`src/rtl/array_pkg.sv`:
```
// -----------------------------------------------------------------------------
// array_pkg
// Shared definitions for the array burst sequencer:
//   - bus widths (address, data, burst length, drain counter)
//   - array op encodings as seen on array_ctrl's op_code input
//   - sequencer FSM state type
//   - small helpers that classify an op by operand/result usage
// -----------------------------------------------------------------------------
package array_pkg;

  localparam int ADDR_W = 9;
  localparam int DATA_W = 16;
  localparam int LEN_W  = 4;
  // Drain counter width; covers read latencies 1..7.
  localparam int CNT_W  = 3;

  typedef enum logic [1:0] {
    OP_NOP   = 2'b00,
    OP_WRITE = 2'b01,
    OP_READ  = 2'b10,
    OP_MAC   = 2'b11
  } op_e;

  typedef enum logic [1:0] {
    IDLE  = 2'd0,
    ISSUE = 2'd1,
    DRAIN = 2'd2
  } state_e;

  // Op consumes one operand beat from the host per issue.
  function automatic logic op_has_operand(input op_e op);
    return (op == OP_WRITE) || (op == OP_MAC);
  endfunction

  // Op produces one result beat from the array per issue.
  function automatic logic op_has_result(input op_e op);
    return (op == OP_READ) || (op == OP_MAC);
  endfunction

endpackage

```
`src/rtl/array_seq_rdpipe.sv`:
```
// -----------------------------------------------------------------------------
// array_seq_rdpipe
// Result return path. Tracks which issued array ops will produce a result and
// captures the array's read data exactly when it becomes valid.
//
// Ports
//   clk            in   system clock
//   rst_n          in   asynchronous active-low reset (clears pipe and outputs)
//   expect_i       in   the op currently on arr_op_code expects a result
//   arr_rd_data_i  in   array result data
//   rd_valid_o     out  result beat valid (registered)
//   rd_data_o      out  result beat data (registered, holds between beats)
//
// expect_i is taken from the registered op output, so pipe stage k is set
// k+1 cycles after the op was presented to the array. The tail stage
// (index RD_LAT-1) therefore lines up with the cycle arr_rd_data is valid,
// and the result is registered on that edge.
// -----------------------------------------------------------------------------
module array_seq_rdpipe
  import array_pkg::*;
#(
  parameter int RD_LAT = 2
) (
  input  logic              clk,
  input  logic              rst_n,
  input  logic              expect_i,
  input  logic [DATA_W-1:0] arr_rd_data_i,
  output logic              rd_valid_o,
  output logic [DATA_W-1:0] rd_data_o
);

  logic [RD_LAT-1:0] pipe_q;
  logic [RD_LAT-1:0] pipe_d;
  logic              rd_valid_q;
  logic [DATA_W-1:0] rd_data_q;
  logic              tail;

  assign pipe_d[0] = expect_i;

  genvar gi;
  generate
    for (gi = 1; gi < RD_LAT; gi++) begin : g_shift
      assign pipe_d[gi] = pipe_q[gi-1];
    end
  endgenerate

  assign tail = pipe_q[RD_LAT-1];

  always_ff @(posedge clk or negedge rst_n) begin
    if (!rst_n) begin
      pipe_q     <= '0;
      rd_valid_q <= 1'b0;
      rd_data_q  <= '0;
    end else begin
      pipe_q     <= pipe_d;
      rd_valid_q <= tail;
      if (tail) begin
        rd_data_q <= arr_rd_data_i;
      end
    end
  end

  assign rd_valid_o = rd_valid_q;
  assign rd_data_o  = rd_data_q;

endmodule

```
`src/rtl/array_seq.sv`:
```
// -----------------------------------------------------------------------------
// array_seq
// Burst command sequencer in front of array_ctrl. One host command
// (op, base address, length-1) is expanded into one array op per cycle with
// an incrementing, 9-bit wrapping address. WRITE/MAC bursts pull one operand
// beat per op from the wr_* stream and stall (op_code 00, address held) when
// no beat is offered. READ/MAC results come back through array_seq_rdpipe.
//
// Ports
//   clk, rst_n           clock, asynchronous active-low reset
//   cmd_valid/cmd_ready  command handshake; ready only while IDLE
//   cmd_op               01 WRITE, 10 READ, 11 MAC, 00 no-op burst
//   cmd_addr, cmd_len    burst base address, burst length minus one
//   wr_valid/wr_ready    operand beat handshake (wr_ready = beat taken now)
//   wr_data              operand beat
//   arr_op_code          array op (00 = idle/stall), registered
//   arr_addr             array address, registered
//   arr_data_in          array write/MAC operand, registered
//   arr_rd_data          array result, valid RD_LAT cycles after the op
//   rd_valid, rd_data    result beat, registered, no backpressure
//   busy                 sequencer not IDLE
//   done                 one-cycle pulse on return to IDLE after a burst
//
// Timing: the issue decision is made in an ISSUE cycle and appears on arr_*
// the following cycle. After the last issue, DRAIN lasts RD_LAT cycles and
// done is raised together with the return to IDLE, so a new command can be
// accepted in the done cycle. The final result beat of a burst is presented
// on rd_* one cycle after done.
// -----------------------------------------------------------------------------
module array_seq
  import array_pkg::*;
#(
  parameter int RD_LAT = 2
) (
  input  logic              clk,
  input  logic              rst_n,
  input  logic              cmd_valid,
  output logic              cmd_ready,
  input  logic [1:0]        cmd_op,
  input  logic [ADDR_W-1:0] cmd_addr,
  input  logic [LEN_W-1:0]  cmd_len,
  input  logic              wr_valid,
  output logic              wr_ready,
  input  logic [DATA_W-1:0] wr_data,
  output logic [1:0]        arr_op_code,
  output logic [ADDR_W-1:0] arr_addr,
  output logic [DATA_W-1:0] arr_data_in,
  input  logic [DATA_W-1:0] arr_rd_data,
  output logic              rd_valid,
  output logic [DATA_W-1:0] rd_data,
  output logic              busy,
  output logic              done
);

  localparam logic [CNT_W-1:0] DRAIN_INIT = CNT_W'(RD_LAT - 1);

  state_e            state_q,    state_d;
  op_e               op_q,       op_d;
  logic [ADDR_W-1:0] addr_q,     addr_d;
  logic [LEN_W-1:0]  remain_q,   remain_d;
  logic [CNT_W-1:0]  drain_q,    drain_d;
  op_e               arr_op_q,   arr_op_d;
  logic [ADDR_W-1:0] arr_addr_q, arr_addr_d;
  logic [DATA_W-1:0] arr_data_q, arr_data_d;
  logic              done_q,     done_d;

  logic              in_issue;
  logic              step;

  // ---------------------------------------------------------------------------
  // State registers
  // ---------------------------------------------------------------------------
  always_ff @(posedge clk or negedge rst_n) begin
    if (!rst_n) begin
      state_q    <= IDLE;
      op_q       <= OP_NOP;
      addr_q     <= '0;
      remain_q   <= '0;
      drain_q    <= '0;
      arr_op_q   <= OP_NOP;
      arr_addr_q <= '0;
      arr_data_q <= '0;
      done_q     <= 1'b0;
    end else begin
      state_q    <= state_d;
      op_q       <= op_d;
      addr_q     <= addr_d;
      remain_q   <= remain_d;
      drain_q    <= drain_d;
      arr_op_q   <= arr_op_d;
      arr_addr_q <= arr_addr_d;
      arr_data_q <= arr_data_d;
      done_q     <= done_d;
    end
  end

  // ---------------------------------------------------------------------------
  // Next-state and output decode
  // ---------------------------------------------------------------------------
  assign in_issue = (state_q == ISSUE);
  // A READ or no-op burst advances every ISSUE cycle; operand bursts advance
  // only when the host offers a beat.
  assign step     = in_issue && (!op_has_operand(op_q) || wr_valid);

  always_comb begin
    state_d    = state_q;
    op_d       = op_q;
    addr_d     = addr_q;
    remain_d   = remain_q;
    drain_d    = drain_q;
    arr_op_d   = OP_NOP;
    arr_addr_d = arr_addr_q;
    arr_data_d = arr_data_q;
    done_d     = 1'b0;

    case (state_q)
      IDLE: begin
        if (cmd_valid) begin
          op_d     = op_e'(cmd_op);
          addr_d   = cmd_addr;
          remain_d = cmd_len;
          state_d  = ISSUE;
        end
      end

      ISSUE: begin
        // The address is presented on stall cycles too, so a bubble shows
        // the address the pending op will use.
        arr_addr_d = addr_q;
        if (step) begin
          // A no-op burst issues OP_NOP here, i.e. a bubble that still
          // advances the address and count.
          arr_op_d = op_q;
          if (op_has_operand(op_q)) begin
            arr_data_d = wr_data;
          end
          addr_d = addr_q + ADDR_W'(1);
          if (remain_q == '0) begin
            state_d = DRAIN;
            drain_d = DRAIN_INIT;
          end else begin
            remain_d = remain_q - LEN_W'(1);
          end
        end
      end

      DRAIN: begin
        if (drain_q == '0) begin
          state_d = IDLE;
          done_d  = 1'b1;
        end else begin
          drain_d = drain_q - CNT_W'(1);
        end
      end

      default: begin
        state_d = IDLE;
      end
    endcase
  end

  assign cmd_ready   = (state_q == IDLE);
  assign busy        = (state_q != IDLE);
  assign wr_ready    = in_issue && op_has_operand(op_q);
  assign done        = done_q;
  assign arr_op_code = arr_op_q;
  assign arr_addr    = arr_addr_q;
  assign arr_data_in = arr_data_q;

  // ---------------------------------------------------------------------------
  // Result return path
  // ---------------------------------------------------------------------------
  array_seq_rdpipe #(
    .RD_LAT (RD_LAT)
  ) u_rdpipe (
    .clk           (clk),
    .rst_n         (rst_n),
    .expect_i      (op_has_result(arr_op_q)),
    .arr_rd_data_i (arr_rd_data),
    .rd_valid_o    (rd_valid),
    .rd_data_o     (rd_data)
  );

endmodule

```
`config.mk`:
```
export PLATFORM = sky130hd
export DESIGN_NAME = array_seq
export DESIGN_NICKNAME = d
export VERILOG_FILES = /design/src/rtl/array_pkg.sv /design/src/rtl/array_seq_rdpipe.sv /design/src/rtl/array_seq.sv
export SDC_FILE = /design/constraint.sdc
export NUM_CORES = 1
export LEC_CHECK = 0
export CAP_MARGIN = 20
export CORE_ASPECT_RATIO = 1.25
export CORE_MARGIN = 1
export CORE_UTILIZATION = 45
export DETAILED_ROUTE_END_ITERATION = 10
export PLACE_DENSITY = 0.83
export SLEW_MARGIN = 20
export SYNTH_ARGS = -nofsm -noshare
export SYNTH_HDL_FRONTEND = slang
export SYNTH_SLANG_ARGS = --single-unit
```
`constraint.sdc`:
```
create_clock -name clk -period 1.9 [get_ports clk]
set_clock_uncertainty 0.1 [all_clocks]
set_input_delay 0.285 -clock clk [delete_from_list [all_inputs] [get_ports clk]]
set_output_delay 0.285 -clock clk [all_outputs]
set_load 0.02 [all_outputs]
```
==> impl_results.md, run 1 <==
* Synth warn at 0
* Worst Tran Pin Value at 381 ps
* Post-DP HPWL at between 4000 and 5000 um
* Clk buf depth at 2
* Async set-reset flop share out of synthesis at 100%
* Reg-to-reg setup timing slack at 60 ps
* Synth Area per Inst at between 10 and 15 um^2
* Gr usage total at 20.6%
* Critical path arrival at approximately 2000 ps
* Reg2reg start: remain_q[0]
* Antenna fix cells at 0
* Most common flop cell mapped by yosys: dfrtp_1
* Via count at 2,228
* IO Port Bufs at 98
* Hold Vio Cnt, Final at 0
* Core box area at between 5000 and 6000 um^2
* Avg Vias per Cell at 5.12
* Die width at 72.4 um
* Worst-path fanout max at 4
* CP Buf/Inv Count at 1
* Grt total ovfl at 0
* FP Rows at 31
* Post-route insts no fill at 435
* Final ANT Viol Nets at 0
* Number of synthesized flops with an enable pin at 0
* CP delay by family, top: simple AND/OR/NAND/NOR gates
* First-pass DRT Iterations at 4
* Crit-path cells: inv_1 -> ha_1 -> nand4bb_1 -> or4b_4 -> or3_1 -> nand3_1
* Critical Path RT at slightly above 2000 ps
* Slowest cell on the critical path: or4b_4
* Switch share at about two fifths
* FF-to-FF path depth at 6
* MaxCap Viol Count at 0
* Area leader, netlist: dfrtp_1
* Post-CTS setup buffer count at 0
* Post-synthesis simple-gate area fraction at a little over an eighth
* WL per Instance at 14.1 um
* Area share of the largest cell type after synthesis at 60.1%
* Reg2reg end: remain_q[0]
* TritonCTS clock tree: built
* CP Depth at 6
* Top cells by count, synth: dfrtp_1 (67), nand2_1 (38), mux2_2 (35)
* Setup WS pre-CTS at -140 ps
* Clk slew on worst S/H paths at 60 ps
* Final hold slack at approximately 260 ps
* Final period utilization at 96.7%
* Capture point of the worst path: remain_q[0]
* CTS sink cnt at 67
* GP Congestion at about 0.80
* CTS H-tree depth at 3
* Initial antenna violation count at 0
* Final TNS setup at 0 ps
* Leak Pwr at 1.79 nW
* Combinational Power Share at 52.2%
* Crit start category: register
* Slew Limit Headroom at 74.5%
* Io pins at 99
* Drt drc at 0
* First-pass GRT wire length at roughly 10,000 um
* Syn-to-layout area delta at 46.3%
* CP endpoint kind: register
* Share of cells above drive strength 1 at 19.0%
* PwrDens at 1840 nW/um^2
* Critical Path Max Stage Delay at 470 ps
* Area contributors post-synth: dfrtp_1 (60%), mux2_2 (14%), nand2_1 (5.1%)
* Iteration-0 DRC Markers at 182
* Crit. Startpoint: remain_q[0]
* Placed cells at 420
* Starting Density at 47.3%
* Final setup margin at just over 60 ps
* Largest family of logic cells by synthesized area: multiplexers
* Hold WC Path Type: register to register
* Switching Power at a little under 3 mW
* Status: finished, final reports clean
* Synth Area in Adders at 1.80%
* Die Area at 6520 um^2
* Final nets at just over 400
* Die height at around 90 um
* Worst skew pair latency at 330 ps
* Most instantiated library cell after synthesis: dfrtp_1
* Sequential element share of the synthesized area at 60.1%
* Synth Instances at 242
* VDD IR-drop max at 0.00131 V
* Routed WL at approximately 6100 um
* Final critical-path required period at 1840 ps
* Clock Power Share at 13.6%
* Unrepaired setup endpoints after global routing: false
* Largest net degree at the start of global routing at 68
* Syn Std Cell Area at approximately 2800 um^2
* Final count of pins violating max slew at 0
* Power Internal at roughly 4.6 mW
* Hold_sp: u_rdpipe.pipe_q[0]
* Vias in the first global route at 2,183
* Post-synthesis mux area share at 14.1%
* CTS Root Cell: clkbuf_8
* Synth Area in Compound Gates at 7.76%
* Post-Synth XOR/XNOR Area at 0%
* Count of final setup violators at 0
* Fin util at 69.2%
* Register share of total power at 34.3%
* Yosys reg bits at 67
* Net Count, Synth at 297
* Max frequency at around 0.54 GHz
* CP Class: register to register
* Netlist cell types at 32
* Num CTS Buffers at 9
-- flip-flops by register name (all words and copies together) (netlist names) --
name and flops:
u_rdpipe.rd_data_o 16, arr_op_code 2, state_q 2, u_rdpipe.pipe_q 2, remain_q 4, op_q 2
u_rdpipe.rd_valid_o 1, drain_q 3, addr_q 9, arr_addr 9, arr_data_in 16, done 1
-- metrics by stage --
stage / total power, mW / cell area (um^2)
floorplan: 4.88 / 2790
global placement: 6.40 / 3910
detailed placement: 6.55 / 3910
CTS: 7.58 / 4080
global route: 8.04 / 4080
finish: 7.50 / 4080
-- layer usage --
metal  vias up  track usage [%]  wire length, um
li1       1056                -                -
met1      1083             25.3             2550
met2        75             32.6             3110
met3        14             5.27              303
met4         0             11.3              182
met5         -                0                0
-- what timing repair did --
| item | CTS | global route |
|---|---|---|
| hold buffers | 1 | 0 |
| endpoints found under the setup margin | 3 | 1 |
| gates resized for setup | 6 | 1 |
| endpoints found under the hold margin | 67 | 0 |
-- final cells by class --
cell class | count | area [um^2]
fillers | 485 | 1820
flip-flops and latches | 67 | 1680
repair buffers | 109 | 1070
multi-input cells | 155 | 1030
clock buffers | 11 | 151
well taps | 82 | 103
inverters | 8 | 30.0
clock inverters | 3 | 15.0
-- cells by family after synthesis --
| family | Yosys count |
|---|---|
| AO/OA/AOI/OAI | 38 |
| adder cells (fa/ha/maj) | 4 |
| buffers and inverters | 20 |
| flip-flops | 67 |
| multiplexers | 35 |
| AND/OR/NAND/NOR | 78 |
-- power by group through the flow --
| stage | combinational, mW | sequential, mW | clock, mW |
|---|---|---|---|
| after floorplan | 1.76 | 3.12 | 0 |
| after global placement | 3.85 | 2.55 | 0 |
| after detailed placement | 3.96 | 2.59 | 0 |
| after CTS | 3.96 | 2.57 | 1.04 |
| after global routing | 4.26 | 2.67 | 1.11 |
| final | 3.91 | 2.57 | 1.02 |
-- worst min path at each step --
stage / to / slack (ps) / cells after the start
2_1_floorplan: addr_q[0] / -110 / 0
3_3_place_gp: arr_addr[6] / 230 / 2
5_1_grt: u_rdpipe.pipe_q[1] / 260 / 0
4_1_cts: u_rdpipe.pipe_q[1] / 260 / 0
6_report: u_rdpipe.pipe_q[1] / 260 / 0
3_5_place_dp: addr_q[5] / 230 / 2
-- placed cells by master, fill, tap and decap left out, types with 2 or more instances in the layout --
| cell | instances |
|---|---|
| buf_4 | 9 |
| and3_1 | 2 |
| nand3_1 | 8 |
| a21oi_1 | 12 |
| nor2_1 | 12 |
| o22ai_1 | 6 |
| dfrtp_1 | 66 |
| clkbuf_8 | 11 |
| mux2_2 | 35 |
| nor3_1 | 2 |
| and3b_1 | 2 |
| nand2_1 | 38 |
| clkinv_2 | 3 |
| clkdlybuf4s50_1 | 94 |
| inv_1 | 8 |
| a2bb2oi_1 | 4 |
| ha_1 | 4 |
| dlygate4sd2_1 | 2 |
| or3_1 | 2 |
| o21ai_0 | 13 |
Power figures use the tool's default switching activity.
==> run 2: changes to the inputs <==
--- a/config.mk
+++ b/config.mk
@@ -6,7 +6,7 @@
 export NUM_CORES = 1
 export LEC_CHECK = 0
 export CAP_MARGIN = 20
-export CORE_ASPECT_RATIO = 1.25
+export CORE_ASPECT_RATIO = 1.5
 export CORE_MARGIN = 1
 export CORE_UTILIZATION = 45
 export DETAILED_ROUTE_END_ITERATION = 10
==> run 2 against run 1 <==
Compared with the run above: sequential power barely moved; worst hold slack lost 8.7 ps; first-iteration DRC count fell by 20%; power rose by 5.2%; maximum frequency is 2.4% lower; register-to-register slack lost 50 ps; via count down 0.54%; sequential cell count is the same; critical path depth is 2 lower; clock-buffer cell count is the same; cell count is 1.4% lower; sequential share of layout area down 0.87 points.
==> impl_results.md, run 2 (synthesis gave the netlist of run 1 again) <==
* Gr usage total at 21.0%
* CP Buf/Inv Count at 0
* Critical Path RT at 2040 ps
* Avg Vias per Cell at between 5 and 6
* Hold WC Path Type: register to register
* FP Rows at 34
* MaxCap Viol Count at 0
* Slew Limit Headroom at about 73%
* Share of cells above drive strength 1 at between 10% and 20%
* Post-DP HPWL at 4530 um
* Starting Density at between 40% and 50%
* Final TNS setup at 0 ps
* CTS Root Cell: clkbuf_8
* CTS sink cnt at 67
* Count of final setup violators at 0
* Worst skew pair latency at 340 ps
* Crit-path cells: and3b_1 -> or3_1 -> a21oi_1 -> a2bb2oi_1
* Most common cell after layout, fill and taps aside: clkdlybuf4s50_1
* Num CTS Buffers at 9
* Most frequent cells in the layout: clkdlybuf4s50_1 (94), dfrtp_1 (66), nand2_1 (38)
* Max frequency at 0.531 GHz
* Final nets at 407
* Clk buf depth at 2
* Die Area at 6520 um^2
* Critical Path Max Stage Delay at 510 ps
* Via count at roughly 2,200
* First-pass DRT Iterations at 5
* Final critical-path required period at 1880 ps
* Final setup margin at 16.2 ps
* Routed WL at 6250 um
* Leak Pwr at 1.83 nW
* Final count of pins violating max slew at 0
* Final period utilization at just under 100%
* Worst Tran Pin Value at 405 ps
* PwrDens at 1890 nW/um^2
* Antenna fix cells at 0
* CP Class: register to register
* Io pins at 99
* Initial antenna violation count at 0
* Clk slew on worst S/H paths at 70 ps
* GP Congestion at slightly below 0.8
* VDD IR-drop max at about 0.001 V
* Grt total ovfl at 0
* WL per Instance at between 10 and 15 um
* Iteration-0 DRC Markers at 146
* Slowest cell on the critical path: or3_1
* Status: finished, final reports clean
* Drt drc at 0
* Worst-path fanout max at 9
* Crit start category: register
* Power, Total at 7.88 mW
* Unrepaired setup endpoints after global routing: true
* Syn-to-layout area delta at 49.4%
* Final ANT Viol Nets at 0
* Critical path arrival at 2030 ps
* Die width at 66.3 um
* Die height at between 90 and 100 um
* Setup WS pre-CTS at -168 ps
* Core box area at between 5000 and 6000 um^2
* CP delay by family, top: simple AND/OR/NAND/NOR gates
* TritonCTS clock tree: built
* IO Port Bufs at approximately 100
* Vias in the first global route at 2,235
* CP endpoint kind: register
* CTS H-tree depth at 3
* Largest net degree at the start of global routing at 34
* First-pass GRT wire length at 10,100 um
* Hold Vio Cnt, Final at 0
[run 2: changes by cell type in the layout (fill, tap and decap cells not counted)]
cell	delta
clkinv_2	-3
bufinv_16	+2
clkinvlp_4	+2
buf_12	+1
buf_4	+1
clkbuf_2	-1
dlygate4sd2_1	+1
ha_1	-1
ha_2	+1
inv_6	+1
nor2_1	+1
nor2_2	-1
[run 2: final cells by class]
type,count,area (um^2)
inverters,8,30.0
repair buffers,111,1100
clock buffers,11,151
clock inverters,5,83.8
flip-flops and latches,67,1680
well taps,72,90.1
fillers,421,1710
multi-input cells,155,1030
[run 2: timing repair]
action                                  in CTS  in global routing
gates cloned                                 0                  0
endpoints found under the setup margin       3                  5
hold buffers                                 1                  0
endpoints found under the hold margin       13                  0
buffers inserted                             0                  1
resized for setup                            4                  1
[run 2: per-stage QoR]
stage / area (um^2) / hold WS, ps / util (%) / instances
after global routing: 4170 / 256 / 71.0 / 429
after CTS: 4160 / 251 / 70.8 / 428
final: 4170 / 249 / 71.0 / 429
after detailed placement: 3910 / 134 / 66.6 / 411
after floorplan: 2790 / -111 / - / 242
after global placement: 3910 / 136 / 66.6 / 411
[run 2: path summary, 6_finish.rpt]
check,startpoint,to,slack [ps],cells after the start
worst max-delay path,state_q[0],addr_q[6],20,4
worst min-delay path,u_rdpipe.pipe_q[0],u_rdpipe.pipe_q[1],250,0
worst max register to register,state_q[0],addr_q[6],20,4
worst min register to register,u_rdpipe.pipe_q[0],u_rdpipe.pipe_q[1],250,0
max in group asynchronous,rst_n,u_rdpipe.rd_data_o[14],900,3
min in group asynchronous,rst_n,remain_q[1],300,2
[run 2: where the power goes]
group / total [mW] / switching (mW) / leakage (nW) / internal [mW]
logic: 3.96 / 2.00 / 0.922 / 1.96
clock network: 1.35 / 0.535 / 0.112 / 0.815
registers: 2.58 / 0.436 / 0.795 / 2.14
[run 2: per-layer routing]
metal  up-vias  part of all wire [%]  routed length [um]  GRT usage [%]
met5         -                     0                   0              0
met4         0                   4.6                 286           14.7
met3        19                   4.4                 272           3.39
met2        81                    54                3370           34.9
met1      1065                    37                2320           23.9
li1       1051                     -                   -              -
==> run 3: changes to the inputs <==
--- a/config.mk
+++ b/config.mk
@@ -5,9 +5,9 @@
 export SDC_FILE = /design/constraint.sdc
 export NUM_CORES = 1
 export LEC_CHECK = 0
-export CAP_MARGIN = 20
+export CAP_MARGIN = 5
 export CORE_ASPECT_RATIO = 1.5
-export CORE_MARGIN = 1
+export CORE_MARGIN = 3
 export CORE_UTILIZATION = 45
 export DETAILED_ROUTE_END_ITERATION = 10
 export PLACE_DENSITY = 0.83
==> run 3 against run 2 <==
Compared with the run above: sequential share of layout area increased by 0.63 points; clock-buffer cell count decreased by 2; sequential cell count unchanged; worst setup slack improved by 59 ps; sequential power about the same; global-route usage decreased by 1.7 points; core utilization decreased by 1.6 points; cell count decreased by 0.23%; critical path type unchanged; critical endpoint is now remain_q[0]; largest cell class unchanged.
==> impl_results.md, run 3 (synthesis gave the netlist of run 1 again) <==
* Crit start category: register
* Critical Path RT at 2070 ps
* Worst-path fanout max at 4
* Status: finished, final reports clean
* Iteration-0 DRC Markers at 199
* Count of final setup violators at 0
* Wl on met1 at 2420 um
* Final hold slack at 259 ps
* DR WL met3 at 344 um
* Post-DP Area at 3890 um^2
* Hold WC Path Type: register to register
* Gr usage total at 19.3%
* Core box area at around 6000 um^2
* Clk buf depth at 2
* Final critical-path required period at 1820 ps
* CTS H-tree depth at 3
* CP Buf/Inv Count at 1
* Die Area at 7190 um^2
* Die width at 70.3 um
* Num CTS Buffers at 9
* Clk slew on worst S/H paths at about 70 ps
* Die height at a little over 100 um
* Slowest cell on the critical path: or4b_4
* Crit-path cells: inv_1 -> ha_2 -> nand4bb_1 -> or4b_4 -> or3_1 -> nand3_1
* Worst Tran Pin Value at 392 ps
* Syn-to-layout area delta at 47.1%
* Share of cells above drive strength 1 at 19.9%
* Io pins at 99
* Leak Pwr at 1.80 nW
* PwrDens at 1870 nW/um^2
* Drt drc at 0
* CP endpoint kind: register
* Avg Vias per Cell at 5.10
* WL per Instance at 15.1 um
* Final nets at between 400 and 500
* VDD IR-drop max at 0.00122 V
* Post-DP HPWL at 4760 um
* GP Congestion at approximately 0.77
* Max Used Layer: met4
* Antenna fix cells at 0
* Final count of pins violating max slew at 0
* MaxCap Viol Count at 0
* Most common cell after layout, fill and taps aside: clkdlybuf4s50_1
* Grt total ovfl at 0
* CP delay by family, top: simple AND/OR/NAND/NOR gates
* Routed WL at 6480 um
* First-pass DRT Iterations at 4
* Largest net degree at the start of global routing at 68
* Final period utilization at 96.0%
* FP Rows at 34
* CP Class: register to register
* Slew Limit Headroom at 73.7%
* Initial antenna violation count at 0
* Most frequent cells in the layout: clkdlybuf4s50_1 (94), dfrtp_1 (66), nand2_1 (38)
* Final TNS setup at 0 ps
* Fill cells at about 460
* Starting Density at a little under half
* WL met2 at 3600 um
* TritonCTS clock tree: built
* CTS Root Cell: clkbuf_8
* Final ANT Viol Nets at 0
* Fin area at 4100 um^2
* CTS sink cnt at 67
* Hold Vio Cnt, Final at 0
* Via count at 2,184
* Worst skew pair latency at 330 ps
* Reg-to-reg setup timing slack at 80 ps
* IO Port Bufs at 98
* Vias in the first global route at 2,325
* Max frequency at 0.548 GHz
* First-pass GRT wire length at around 11,000 um
* Critical Path Max Stage Delay at 480 ps
* Critical path arrival at 1990 ps
==> run 3: changes by cell type in the layout (fill, tap and decap cells not counted), sizes merged <==
cell         change
buf              -1
bufinv           -1
clkbuf           -1
clkinv           +4
dlygate4sd2      -1
inv              -1
==> run 3: worst reg2reg max path, stage by stage (launching register included) <==
cell	delay, ps
dfrtp_1	400
inv_1	60
ha_2	190
nand4bb_1	140
or4b_4	480
or3_1	320
nand3_1	70
==> run 3: area by class of cell <==
type / instances / area [um^2] / share of cell area (%)
Inverter: 8 / 30.0 / 0.732
Multi-Input combinational cell: 155 / 1040 / 25.3
Timing Repair Buffer: 110 / 1070 / 26.2
Sequential cell: 67 / 1680 / 40.9
Clock inverter: 7 / 68.8 / 1.68
Tap cell: 72 / 90.1 / 2.20
Clock buffer: 9 / 124 / 3.02
==> run 3: where the power goes <==
group / internal, mW / switching, mW / total (mW)
Clock: 0.600 / 0.539 / 1.14
Sequential: 2.14 / 0.438 / 2.58
Combinational: 1.97 / 1.99 / 3.96
Total: 4.71 / 2.97 / 7.68
==> run 3: worst paths after layout <==
check,to,startpoint,cells after the start
setup / recovery,remain_q[0],remain_q[0],6
hold / removal,u_rdpipe.pipe_q[1],u_rdpipe.pipe_q[0],0
setup reg to reg,remain_q[0],remain_q[0],6
hold reg to reg,u_rdpipe.pipe_q[1],u_rdpipe.pipe_q[0],0
max in group asynchronous,state_q[0],rst_n,3
min in group asynchronous,arr_data_in[6],rst_n,3
==> run 3: stage by stage <==
step                setup WS (ps)  utilization [%]  total power, mW  std cells
floorplan                    10.9                -             4.88        242
global placement             -141             65.8             6.44        410
detailed placement           -147             65.8             6.60        410
CTS                          38.0             69.2             7.74        427
global route                -3.73             69.4             8.28        428
finish                       75.5             69.4             7.68        428
==> run 3: metal layers <==
layer	GRT usage, %	up-vias
met5	0	-
met4	7.96	0
met3	5.51	11
met2	34.6	69
met1	21.3	1047
li1	-	1057
==> run 3: repair_timing <==
item / CTS / global route
cloned: 0 / 0
hold buffers: 1 / 0
gates resized for setup: 3 / 5
pin swaps: 0 / 0
endpoints found under the hold margin: 67 / 0
buffers inserted: 0 / 1
endpoints found under the setup margin: 3 / 6
==> RTL edit, RTL diff (config.mk and constraints of run 2) <==
Take the reset off `addr_q` and load it in a clocked block of its own.
--- a/src/rtl/array_seq.sv
+++ b/src/rtl/array_seq.sv
@@ -74,7 +74,6 @@
     if (!rst_n) begin
       state_q    <= IDLE;
       op_q       <= OP_NOP;
-      addr_q     <= '0;
       remain_q   <= '0;
       drain_q    <= '0;
       arr_op_q   <= OP_NOP;
@@ -84,7 +83,6 @@
     end else begin
       state_q    <= state_d;
       op_q       <= op_d;
-      addr_q     <= addr_d;
       remain_q   <= remain_d;
       drain_q    <= drain_d;
       arr_op_q   <= arr_op_d;
@@ -92,6 +90,10 @@
       arr_data_q <= arr_data_d;
       done_q     <= done_d;
     end
+  end
+
+  always_ff @(posedge clk) begin
+    addr_q <= addr_d;
   end
 
   // ---------------------------------------------------------------------------
Formal check against the unedited RTL: same outputs for any inputs over 10 cycles, from zero or initial values and one cycle with rst_n low; that may be too few to reach the edited logic, so the function may still have changed.
==> RTL edit against run 2 <==
- design area rose by 0.45%
- setup slack improved by 0.13 ns
- routed wire length decreased by 6.6%
- power decreased by 2.6%
- synthesized area grew 3.1%
- first-iteration DRC count decreased by 32%
- sequential share of layout area rose by 0.87 points
- count of clock-buffer cells in the layout grew 2
- via count down 4.2%
- sequential cell count is the same
- non-clock buffer count down 4
==> RTL edit: results <==
INSERT INTO impl_metrics (metric_group, metric, value, unit) VALUES
('run_status', 'status', 'finished clean', ''),
('cells_and_area', 'clock_tree_area_fraction', '5.29', '%'),
('critical_path', 'rr_endpoint', 'drain_q[0]$_DFFE_PN0P_', ''),
('critical_path', 'worstRegToRegCells', '5', ''),
('cells_and_area', 'stdcell_count', '415', ''),
('critical_path', 'setup.worst_path.end_class', 'output port', ''),
('pwr', 'seq_power_share', '35.4', '%'),
('logic_synthesis', 'muxShareOfSynthArea', '15.2', '%'),
('global_route', 'grt.met3_usage', '5.57', '%'),
('logic_synthesis', 'synth-adder-area-share', '1.74', '%'),
('timing', 'tightest_slew', '0.427', 'ns'),
('cells_and_area', 'clkbuf_count', '13', ''),
('critical_path', 'max_stage_delay', '0.41', 'ns'),
('critical_path', 'critical_path.max_fanout', '4', ''),
('global_route', 'grt_max_degree', '59', ''),
('drt', 'detailroute.wirelength.met2', '3030', 'um'),
('cells_and_area', 'share_of_the_final_layout_cell_area_in_multi_input_gates', '25.4', '%'),
('cells_and_area', 'layout.comb_gates.multi_input', '143', ''),
('pwr', 'totalPowerFinal', '7.68', 'mW'),
('logic_synthesis', 'postSynthCellCount', '229', ''),
('logic_synthesis', 'synth_cell_type_count', '44', ''),
('clock_network', 'post_cts_resized', '3', ''),
('place', 'place.gp.congestion', '0.842', ''),
('place', 'pre_cts_ws', '0.0751', 'ns'),
('place', 'placed_cell_area', '0.00396', 'sq mm'),
('logic_synthesis', 'synth_area', '0.00288', 'sq mm');
-- RTL edit: changes by cell type in the layout (fill, tap and decap cells not counted), sizes merged, moves of 3 or more --
cell | before | now
o22ai | 6 | 2
nor2 | 13 | 5
buf | 13 | 9
or3 | 2 | 5
o21ai | 14 | 9
a31oi | 1 | 4
a21oi | 12 | 2
dfrtp | 67 | 58
edfxtp | 0 | 9
a2bb2oi | 4 | 0
-- RTL edit: worst max-delay path by stage --
stage	depth (start not counted)	from	slack, ns	endpoint
6_report	3	state_q[0]$_DFFE_PN0P_	0.15	wr_ready
3_5_place_dp	3	cmd_valid	0.08	addr_q[7]$_DFFE_PP_
4_1_cts	3	state_q[0]$_DFFE_PN0P_	0.14	wr_ready
3_3_place_gp	3	cmd_valid	0.12	addr_q[7]$_DFFE_PP_
2_1_floorplan	6	drain_q[0]$_DFFE_PN0P_	0.22	drain_q[0]$_DFFE_PN0P_
5_1_grt	3	state_q[1]$_DFFE_PN0P_	0.04	busy
